## src/rtl/node_packet_queue_pkg.sv

```systemverilog
// Shared widths and TX handshake state encodings for the node packet queue.
package node_packet_queue_pkg;

    localparam int NODE_TX_PKT_W = 29;
    localparam int NODE_RX_PKT_W = 24;

    typedef enum logic [1:0] {
        TX_IDLE  = 2'd0,
        TX_VALID = 2'd1,
        TX_GAP   = 2'd2
    } tx_state_e;

endpackage

```

## src/rtl/node_sync_fifo.sv

```systemverilog
// Synchronous first-word-fall-through FIFO with extra-MSB pointers.
module node_sync_fifo #(
    parameter int WIDTH = 8,
    parameter int DEPTH = 4
) (
    input  logic             clk,
    input  logic             rst_n,
    input  logic             wr,
    input  logic [WIDTH-1:0] wdata,
    input  logic             rd,
    output logic [WIDTH-1:0] rdata,
    output logic             empty,
    output logic             full
);

    localparam int AW = $clog2(DEPTH);

    logic [AW:0]      wr_ptr_q, rd_ptr_q;
    logic [WIDTH-1:0] mem_q [DEPTH];
    logic             do_rd, do_wr;

    // A pop in the same cycle frees the slot, so a write while full is accepted alongside it.
    assign do_rd = rd && !empty;
    assign do_wr = wr && (!full || do_rd);

    always_ff @(posedge clk) begin
        if (!rst_n) begin
            wr_ptr_q <= '0;
            rd_ptr_q <= '0;
        end else begin
            if (do_wr) wr_ptr_q <= wr_ptr_q + 1'b1;
            if (do_rd) rd_ptr_q <= rd_ptr_q + 1'b1;
        end
    end

    // NOTE: storage has no reset; only the pointers define which entries are live.
    always_ff @(posedge clk) begin
        if (do_wr) mem_q[wr_ptr_q[AW-1:0]] <= wdata;
    end

    assign empty = (wr_ptr_q == rd_ptr_q);
    assign full  = (wr_ptr_q[AW] != rd_ptr_q[AW]) &&
                   (wr_ptr_q[AW-1:0] == rd_ptr_q[AW-1:0]);
    assign rdata = empty ? '0 : mem_q[rd_ptr_q[AW-1:0]];

endmodule

```

## src/rtl/node_packet_queue.sv

```systemverilog
// Bidirectional packet buffering between the processor node and router_core.
module node_packet_queue
    import node_packet_queue_pkg::*;
#(
    parameter int TX_DEPTH   = 4,
    parameter int RX_DEPTH   = 4,
    parameter int DROP_CNT_W = 8
) (
    input  logic                     Clk_R,
    input  logic                     Rst_n,
    input  logic [NODE_TX_PKT_W-1:0] Node_Tx_Pkt,
    input  logic                     Node_Tx_Wr,
    output logic                     Node_Tx_Full,
    output logic                     Node_Tx_Ovf,
    output logic [NODE_TX_PKT_W-1:0] Packet_From_Node,
    output logic                     Packet_From_Node_Valid,
    input  logic                     Core_Load_Ack,
    input  logic [NODE_RX_PKT_W-1:0] Packet_To_Node,
    input  logic                     Packet_To_Node_Valid,
    output logic [NODE_RX_PKT_W-1:0] Node_Rx_Pkt,
    output logic                     Node_Rx_Valid,
    input  logic                     Node_Rx_Rd,
    output logic [DROP_CNT_W-1:0]    Rx_Drop_Cnt
);

    tx_state_e                state_q, state_d;
    logic [NODE_TX_PKT_W-1:0] pkt_q, pkt_d;
    logic [NODE_TX_PKT_W-1:0] tx_rdata;
    logic                     tx_empty, tx_full, tx_wr, tx_rd;
    logic                     ovf_q;
    logic [DROP_CNT_W-1:0]    drop_q;
    logic                     rx_empty, rx_full, rx_drop;

    // TX writes are gated on the pre-edge Full, so a simultaneous pop never lets one through.
    assign tx_wr = Node_Tx_Wr && !tx_full;

    node_sync_fifo #(.WIDTH(NODE_TX_PKT_W), .DEPTH(TX_DEPTH)) u_tx_fifo (
        .clk   (Clk_R),
        .rst_n (Rst_n),
        .wr    (tx_wr),
        .wdata (Node_Tx_Pkt),
        .rd    (tx_rd),
        .rdata (tx_rdata),
        .empty (tx_empty),
        .full  (tx_full)
    );

    // NOTE: every combinational output gets a default first so no latch is inferred.
    always_comb begin
        state_d = state_q;
        pkt_d   = pkt_q;
        tx_rd   = 1'b0;
        case (state_q)
            TX_IDLE: begin
                if (!tx_empty) begin
                    pkt_d   = tx_rdata;
                    state_d = TX_VALID;
                end
            end
            TX_VALID: begin
                if (Core_Load_Ack) begin
                    tx_rd   = 1'b1;
                    state_d = TX_GAP;
                end
            end
            TX_GAP:  state_d = TX_IDLE;
            default: state_d = TX_IDLE;
        endcase
    end

    always_ff @(posedge Clk_R) begin
        if (!Rst_n) begin
            state_q <= TX_IDLE;
            pkt_q   <= '0;
            ovf_q   <= 1'b0;
        end else begin
            state_q <= state_d;
            pkt_q   <= pkt_d;
            if (Node_Tx_Wr && tx_full) ovf_q <= 1'b1;
        end
    end

    assign Packet_From_Node       = pkt_q;
    assign Packet_From_Node_Valid = (state_q == TX_VALID);
    assign Node_Tx_Full           = tx_full;
    assign Node_Tx_Ovf            = ovf_q;

    node_sync_fifo #(.WIDTH(NODE_RX_PKT_W), .DEPTH(RX_DEPTH)) u_rx_fifo (
        .clk   (Clk_R),
        .rst_n (Rst_n),
        .wr    (Packet_To_Node_Valid),
        .wdata (Packet_To_Node),
        .rd    (Node_Rx_Rd),
        .rdata (Node_Rx_Pkt),
        .empty (rx_empty),
        .full  (rx_full)
    );

    assign rx_drop = Packet_To_Node_Valid && rx_full && !Node_Rx_Rd;

    always_ff @(posedge Clk_R) begin
        if (!Rst_n) begin
            drop_q <= '0;
        end else if (rx_drop && !(&drop_q)) begin
            drop_q <= drop_q + 1'b1;
        end
    end

    assign Node_Rx_Valid = !rx_empty;
    assign Rx_Drop_Cnt   = drop_q;

endmodule
```

## config.mk

```make
export PLATFORM = sky130hd
export DESIGN_NAME = node_packet_queue
export DESIGN_NICKNAME = d
export VERILOG_FILES = /design/src/rtl/node_packet_queue_pkg.sv /design/src/rtl/node_sync_fifo.sv /design/src/rtl/node_packet_queue.sv
export SDC_FILE = /design/constraint.sdc
export NUM_CORES = 1
export LEC_CHECK = 0
export ABC_AREA = 1
export CAP_MARGIN = 5
export CORE_MARGIN = 2
export CORE_UTILIZATION = 63
export DETAILED_ROUTE_END_ITERATION = 16
export DONT_BUFFER_PORTS = 1
export MAX_ROUTING_LAYER = met4
export PLACE_DENSITY = 0.83
export RECOVER_POWER = 100
export SYNTH_ARGS = -nofsm -noshare
export SYNTH_HDL_FRONTEND = slang
export SYNTH_SLANG_ARGS = --single-unit
```

## constraint.sdc

```tcl
create_clock -name Clk_R -period 3.6 [get_ports Clk_R]
set_clock_uncertainty 0.15 [all_clocks]
set_input_delay 0.72 -clock Clk_R [delete_from_list [all_inputs] [get_ports Clk_R]]
set_output_delay 0.72 -clock Clk_R [all_outputs]
set_load 0.01 [all_outputs]
```

# Word level (Yosys, flattened, before mapping)

Memory sizes are Yosys's and may differ from the RTL's. A register that Yosys moved wholly into a read port is not among the register bits.
Index checks and enable logic that the tools add are counted.

Bits in registers: 23
Bits in writable memories: 212
Input bits: 59
Word-level logic and storage cells: 60
Memories kept: 2

Add/subtract/negate cells: 5
Eq/ne operators: 9
Muxes and demuxes: 12
Bitwise gates (word level): 1
Reduce and logical (&&, ||, !) cells: 24

Memory list:

| name            | words | bits a word | read ports | clocked after memory_dff | wr ports | RTL line             | source |
|---|---|---|---|---|---|---|---|
| u_tx_fifo.mem_q | 4     | 29          | 1          | 1                        | 1        | node_sync_fifo.sv:19 | `logic [WIDTH-1:0] mem_q [DEPTH];` |
| u_rx_fifo.mem_q | 4     | 24          | 1          | 1                        | 1        | node_sync_fifo.sv:19 |  |

Operators with widths:

| cell                                                  | count |
|---|---|
| 2-to-1 mux 24 bit                                     | 1 |
| adder 3 x 1 -> 3 bit, second input constant           | 4 |
| logical AND 1 bit                                     | 11 |
| adder 8 x 1 -> 8 bit, second input constant           | 1 |
| 2-to-1 mux 2 bit                                      | 4 |
| AND reduction 8 bit                                   | 1 |
| logical NOT 1 bit                                     | 7 |
| equality test 3 bit                                   | 2 |
| 2-to-1 mux 1 bit                                      | 6 |
| equality test 2 bit                                   | 2 |
| one-hot mux 2 bit (2 select lines)                    | 1 |
| AND reduction 2 bit                                   | 2 |
| equality test 2 x 1 -> 1 bit, second input constant   | 1 |
| logical NOT 2 bit                                     | 1 |
| logical OR 1 bit                                      | 2 |
| inequality test 1 bit                                 | 2 |
| inequality test 2 x 1 -> 1 bit, second input constant | 1 |
| inequality test 2 bit, second input constant          | 1 |
| inverter 1 bit                                        | 1 |

# Logic depth before layout (Yosys ltp)

Depth after elaboration: 7
Mapped depth: 9

# Modules after synthesis

From an unflattened synthesis, not the netlist that was laid out.

Cells, all modules: 918
Area total of the unflattened synthesis: 11167.0 µm²

By module, submodules not included:

| module                      | instances | cells an instance | area each (µm²) |
|---|---|---|---|
| node_sync_fifo at u_tx_fifo | 1         | 379               | 5203.7 |
| node_sync_fifo at u_rx_fifo | 1         | 326               | 4374.2 |
| node_packet_queue           | 1         | 213               | 1589.0 |

# Worst setup path after synthesis

Ideal clock, no wire load.

Kind: input to register
Start point: input port Node_Tx_Wr
End point: memory u_tx_fifo.mem_q[0][0] in the netlist's numbering, enable pin
Data arrival time: 2.102 ns
Required time: 3.035 ns
Slack: 0.933 ns
Stages on the path: 2
Path buffers: 0
Cells stage by stage: nand2_1 > nor2_1

Word-level cells in the longest chain between the ends: 4

Ends and longest elaborated chain:

| what                                   | RTL line                | source |
|---|---|---|
| start: declaration                     | node_packet_queue.sv:12 | `input logic Node_Tx_Wr,` |
| logical AND 1 bit                      | node_packet_queue.sv:35 | `assign tx_wr = Node_Tx_Wr && !tx_full;` |
| logical AND 1 bit                      | node_sync_fifo.sv:24    | `assign do_wr = wr && (!full \|\| do_rd);` |
| 2-to-1 mux 1 bit                       | node_sync_fifo.sv:38    | `if (do_wr) mem_q[wr_ptr_q[AW-1:0]] <= wdata;` |
| 2-to-1 mux 1 bit (implied by the code) | node_sync_fifo.sv:38    |  |
| end: declaration                       | node_sync_fifo.sv:19    |  |

No other way between the ends.

==> results.py <==
metrics = {
    "pwr": {
        "power_switching_mw": 1.78,
        "p_clk_share_pct": 37.7,
        "internal_power_mw": 5.36,
        "p_seq_share_pct": 51.1,
        "combPwrFrac_pct": 11.2,
        "ir_worst_vdd_uv": 447,
        "power_switching_share_pct": 24.9,
        "p_leak_nw": 4.26,
        "powerDensity_nw_per_um2": 619,
    },
    "global_route": {
        "grtUsageTotal_pct": 22.1,
        "grt_pass1_vias": 6306,
        "grt.overflow.total": 0,
        "antenna_found_initial": 0,
        "grt_pass1_wl_um": 30500,
        "grt_max_degree": 61,
    },
    "synthesis": {
        "synth_seq_area_share_pct": 70.6,
        "syn-cell-area_sq_um": 10600,
        "yosysTopAreaCellShare_pct": 60.3,
        "ys_types": 31,
        "syn_nets": 995,
        "syn_area_per_cell_sq_um": 11.4,
        "synthCells": 925,
        "postSynthRegisterBits": 266,
        "synth_top_flop_cell": "edfxtp_1",
        "async_flop_share_pct": 0,
        "yosysWarnings": 0,
        "yosys.area.top_type": "edfxtp_1",
        "yosys-top-cells-area": "edfxtp_1, dfxtp_1, nor2_1",
        "synth_edf_count": 212,
    },
    "drt": {
        "vias": 6461,
        "post-route-drc-count": 0,
        "finalWirelength_um": 19500,
        "drt_pass1_iterations": 6,
        "ant_nets": 0,
        "wl_per_cell_um": 16.9,
        "viasPerCell": 5.58,
        "drt-initial-drc-count": 403,
    },
    "die": {
        "fp.dieW_um": 133,
        "die_height_um": 133,
        "pin_count": 124,
        "die-area_sq_um": 17800,
        "coreArea_sq_um": 16500,
        "start_util_pct": 64.1,
        "placementRows": 47,
    },
    "layout": {
        "drive_gt1_share_pct": 7.57,
        "fin_cells": 1158,
        "nets": 988,
        "areaGrowthSynthToFinish_pct": 9.27,
        "diodes": 0,
    },
    "placed_design": {
        "io_buffers": 0,
        "gp_congestion": 0.844,
        "dp_hpwl_um": 11200,
        "dp.cells": 1110,
    },
    "worst_hold_path": {
        "hold_class": "primary input to flip-flop",
        "holdPathEnd": "u_tx_fifo.mem_q[2][20]",
        "min_from": "Node_Tx_Pkt[20]",
        "whs_path_depth": 0,
    },
    "clock_tree": {
        "cts_setup_buffers": 0,
        "ctsHoldBuffers": 0,
        "cts.sinks": 266,
        "cts_buffer_depth": 3,
        "cts_tree": "built",
        "cts_root_buffer": "clkbuf_16",
        "clock_latency_ps": 520,
        "path_clk_slew_ps": 60,
        "htreeDepth": 1,
        "numCtsBuffers": 26,
        "cts_resized": 0,
    },
    "sta": {
        "setup_tns_ps": 0,
        "hold_violations": 0,
        "slew_viol_final": 85,
        "fin_crit_sh_pct": 81.6,
        "slew_headroom_pct": -18.3,
        "fmax_ghz": 0.340,
        "min_period_ps": 2940,
        "setup_violations": 0,
        "rsz0062_at_grt": "false",
        "worstMarginPinSlew_ps": 1770,
    },
    "setup_path": {
        "cp_max_fo": 32,
        "slowest_delay_ps": 400,
        "rrSetupSlack_ps": 750,
        "slowest_stage": "inv_1",
        "critPathMostFrequentCell": "inv_1",
        "worst_setup_path_end_kind": "output port",
        "path_cells": "inv_1 > buf_12 > nor2_1 > o32ai_1 > nand2_1 > inv_1",
        "critPathArrivalTime_ps": 2070,
        "timing.rr.end": "u_rx_fifo.mem_q[3][16]",
        "required_ps": 2730,
        "reg2reg_depth": 8,
        "startpoint_type": "flip-flop",
        "crit_type": "flip-flop to output port",
        "worstReg2RegStart": "u_rx_fifo.wr_ptr_q[0]",
    },
    "flow_run": {
        "cap_violations": 3,
    },
    "status": {
        "violations": "capacitance limit, slew limit",
        "outcome": "finished, violations left",
    },
}
-- layout make-up --
cell class / instances / area, sq um
timing repair buffer: 13 / 82.6
multi-input combinational: 549 / 2620
fill: 1124 / 4940
inverter: 62 / 233
clock inverter: 14 / 163
clock buffer: 34 / 711
tap: 220 / 275
sequential: 266 / 7450
-- cell usage in the layout, fill, tap and decap left out, types with 2 or more instances in the layout --
| cell | n |
|---|---|
| a21oi_1 | 12 |
| buf_4 | 3 |
| bufinv_16 | 3 |
| clkbuf_1 | 9 |
| clkbuf_16 | 26 |
| clkbuf_2 | 5 |
| clkbuf_8 | 3 |
| clkinv_1 | 2 |
| clkinv_2 | 6 |
| clkinvlp_4 | 3 |
| dfxtp_1 | 53 |
| edfxtp_1 | 212 |
| ha_1 | 11 |
| inv_1 | 60 |
| nand2_1 | 66 |
| nand3_1 | 14 |
| nand4_1 | 2 |
| nor2_1 | 247 |
| nor2_2 | 10 |
| nor2_4 | 4 |
| o21ai_0 | 134 |
| o21ai_1 | 12 |
| o32ai_1 | 24 |
| xnor2_1 | 2 |
| xor2_1 | 5 |
-- Yosys cell counts (2+ instances only) --
| library cell | number |
|---|---|
| o21ai_0 | 134 |
| xor2_1 | 5 |
| nand4_1 | 2 |
| inv_1 | 59 |
| o21ai_1 | 12 |
| nand3_1 | 14 |
| buf_1 | 2 |
| nor2_2 | 12 |
| buf_4 | 2 |
| dfxtp_1 | 54 |
| inv_2 | 2 |
| nor2_1 | 248 |
| ha_1 | 11 |
| buf_6 | 4 |
| nand2_2 | 4 |
| o32ai_1 | 24 |
| buf_2 | 17 |
| edfxtp_1 | 212 |
| a21oi_1 | 12 |
| clkbuf_1 | 21 |
| xnor2_2 | 2 |
| nand2_1 | 63 |
-- metrics by stage --
stage               power, mW  setup slack [ps]  area, sq um  util, %  hold slack [ps]
global route             7.41               484        11500     70.0              123
global placement         4.49              1270        10700     65.1              332
CTS                      7.19               635        11600     70.4              124
detailed placement       4.52              1230        10700     65.1              336
floorplan                4.35               933        10600        -              316
finish                   7.14               663        11500     70.0              140
-- sequential cells by signal, summed over array words and instances, names as in the netlist, named ones only --
signal / cells
u_rx_fifo.mem_q: 96
Node_Tx_Ovf: 1
u_tx_fifo.rd_ptr_q: 3
state_q: 2
Rx_Drop_Cnt: 8
u_tx_fifo.mem_q: 116
u_tx_fifo.wr_ptr_q: 3
u_rx_fifo.rd_ptr_q: 3
Packet_From_Node: 29
u_rx_fifo.wr_ptr_q: 3
-- power by group through the flow --
stage / logic (mW) / registers [mW] / clock network (mW)
final: 0.797 / 3.65 / 2.69
after global routing: 0.896 / 3.67 / 2.85
after CTS: 0.817 / 3.65 / 2.73
after detailed placement: 0.808 / 3.71 / 0
after global placement: 0.783 / 3.71 / 0
after floorplan: 0.667 / 3.69 / 0
-- worst max path at each step --
| stage | startpoint | end | slack, ps | cells after the start |
|---|---|---|---|---|
| 2_1_floorplan | Node_Tx_Wr | u_tx_fifo.mem_q[0][0] | 930 | 2 |
| 3_3_place_gp | flip-flop | Node_Rx_Pkt[6] | 1270 | 6 |
| 3_5_place_dp | flip-flop | Node_Rx_Pkt[11] | 1230 | 6 |
| 4_1_cts | flip-flop | Node_Rx_Pkt[6] | 630 | 6 |
| 5_1_grt | u_rx_fifo.wr_ptr_q[1] | Node_Rx_Pkt[11] | 480 | 7 |
| 6_report | flip-flop | Node_Rx_Pkt[19] | 660 | 6 |
-- routing by layer --
metal | track usage, % | up-vias | wire (um)
li1 | - | 3153 | -
met3 | 5.94 | 35 | 1560
met2 | 38.4 | 193 | 9870
met5 | - | - | 0
met4 | 6.80 | 0 | 331
met1 | 25.2 | 3080 | 7750
-- cells by family after synthesis --
group                      after synthesis  synth area share [%]
DFF                                    266                  70.6
buffers and inverters                  110                  4.64
adders and majority gates               11                  1.30
and+or+nand+nor                        348                  13.2
xor gates and xnor gates                 8                 0.806
AOI/OAI and AO/OA                      182                  9.49
-- critical path: cells and delay by family, from the launching register on --
family	cells	cell delay [ps]
flops	1	300
buf+inv	3	770
simple gates	2	150
compound gates	1	320
(Power assumes the default switching activity.)
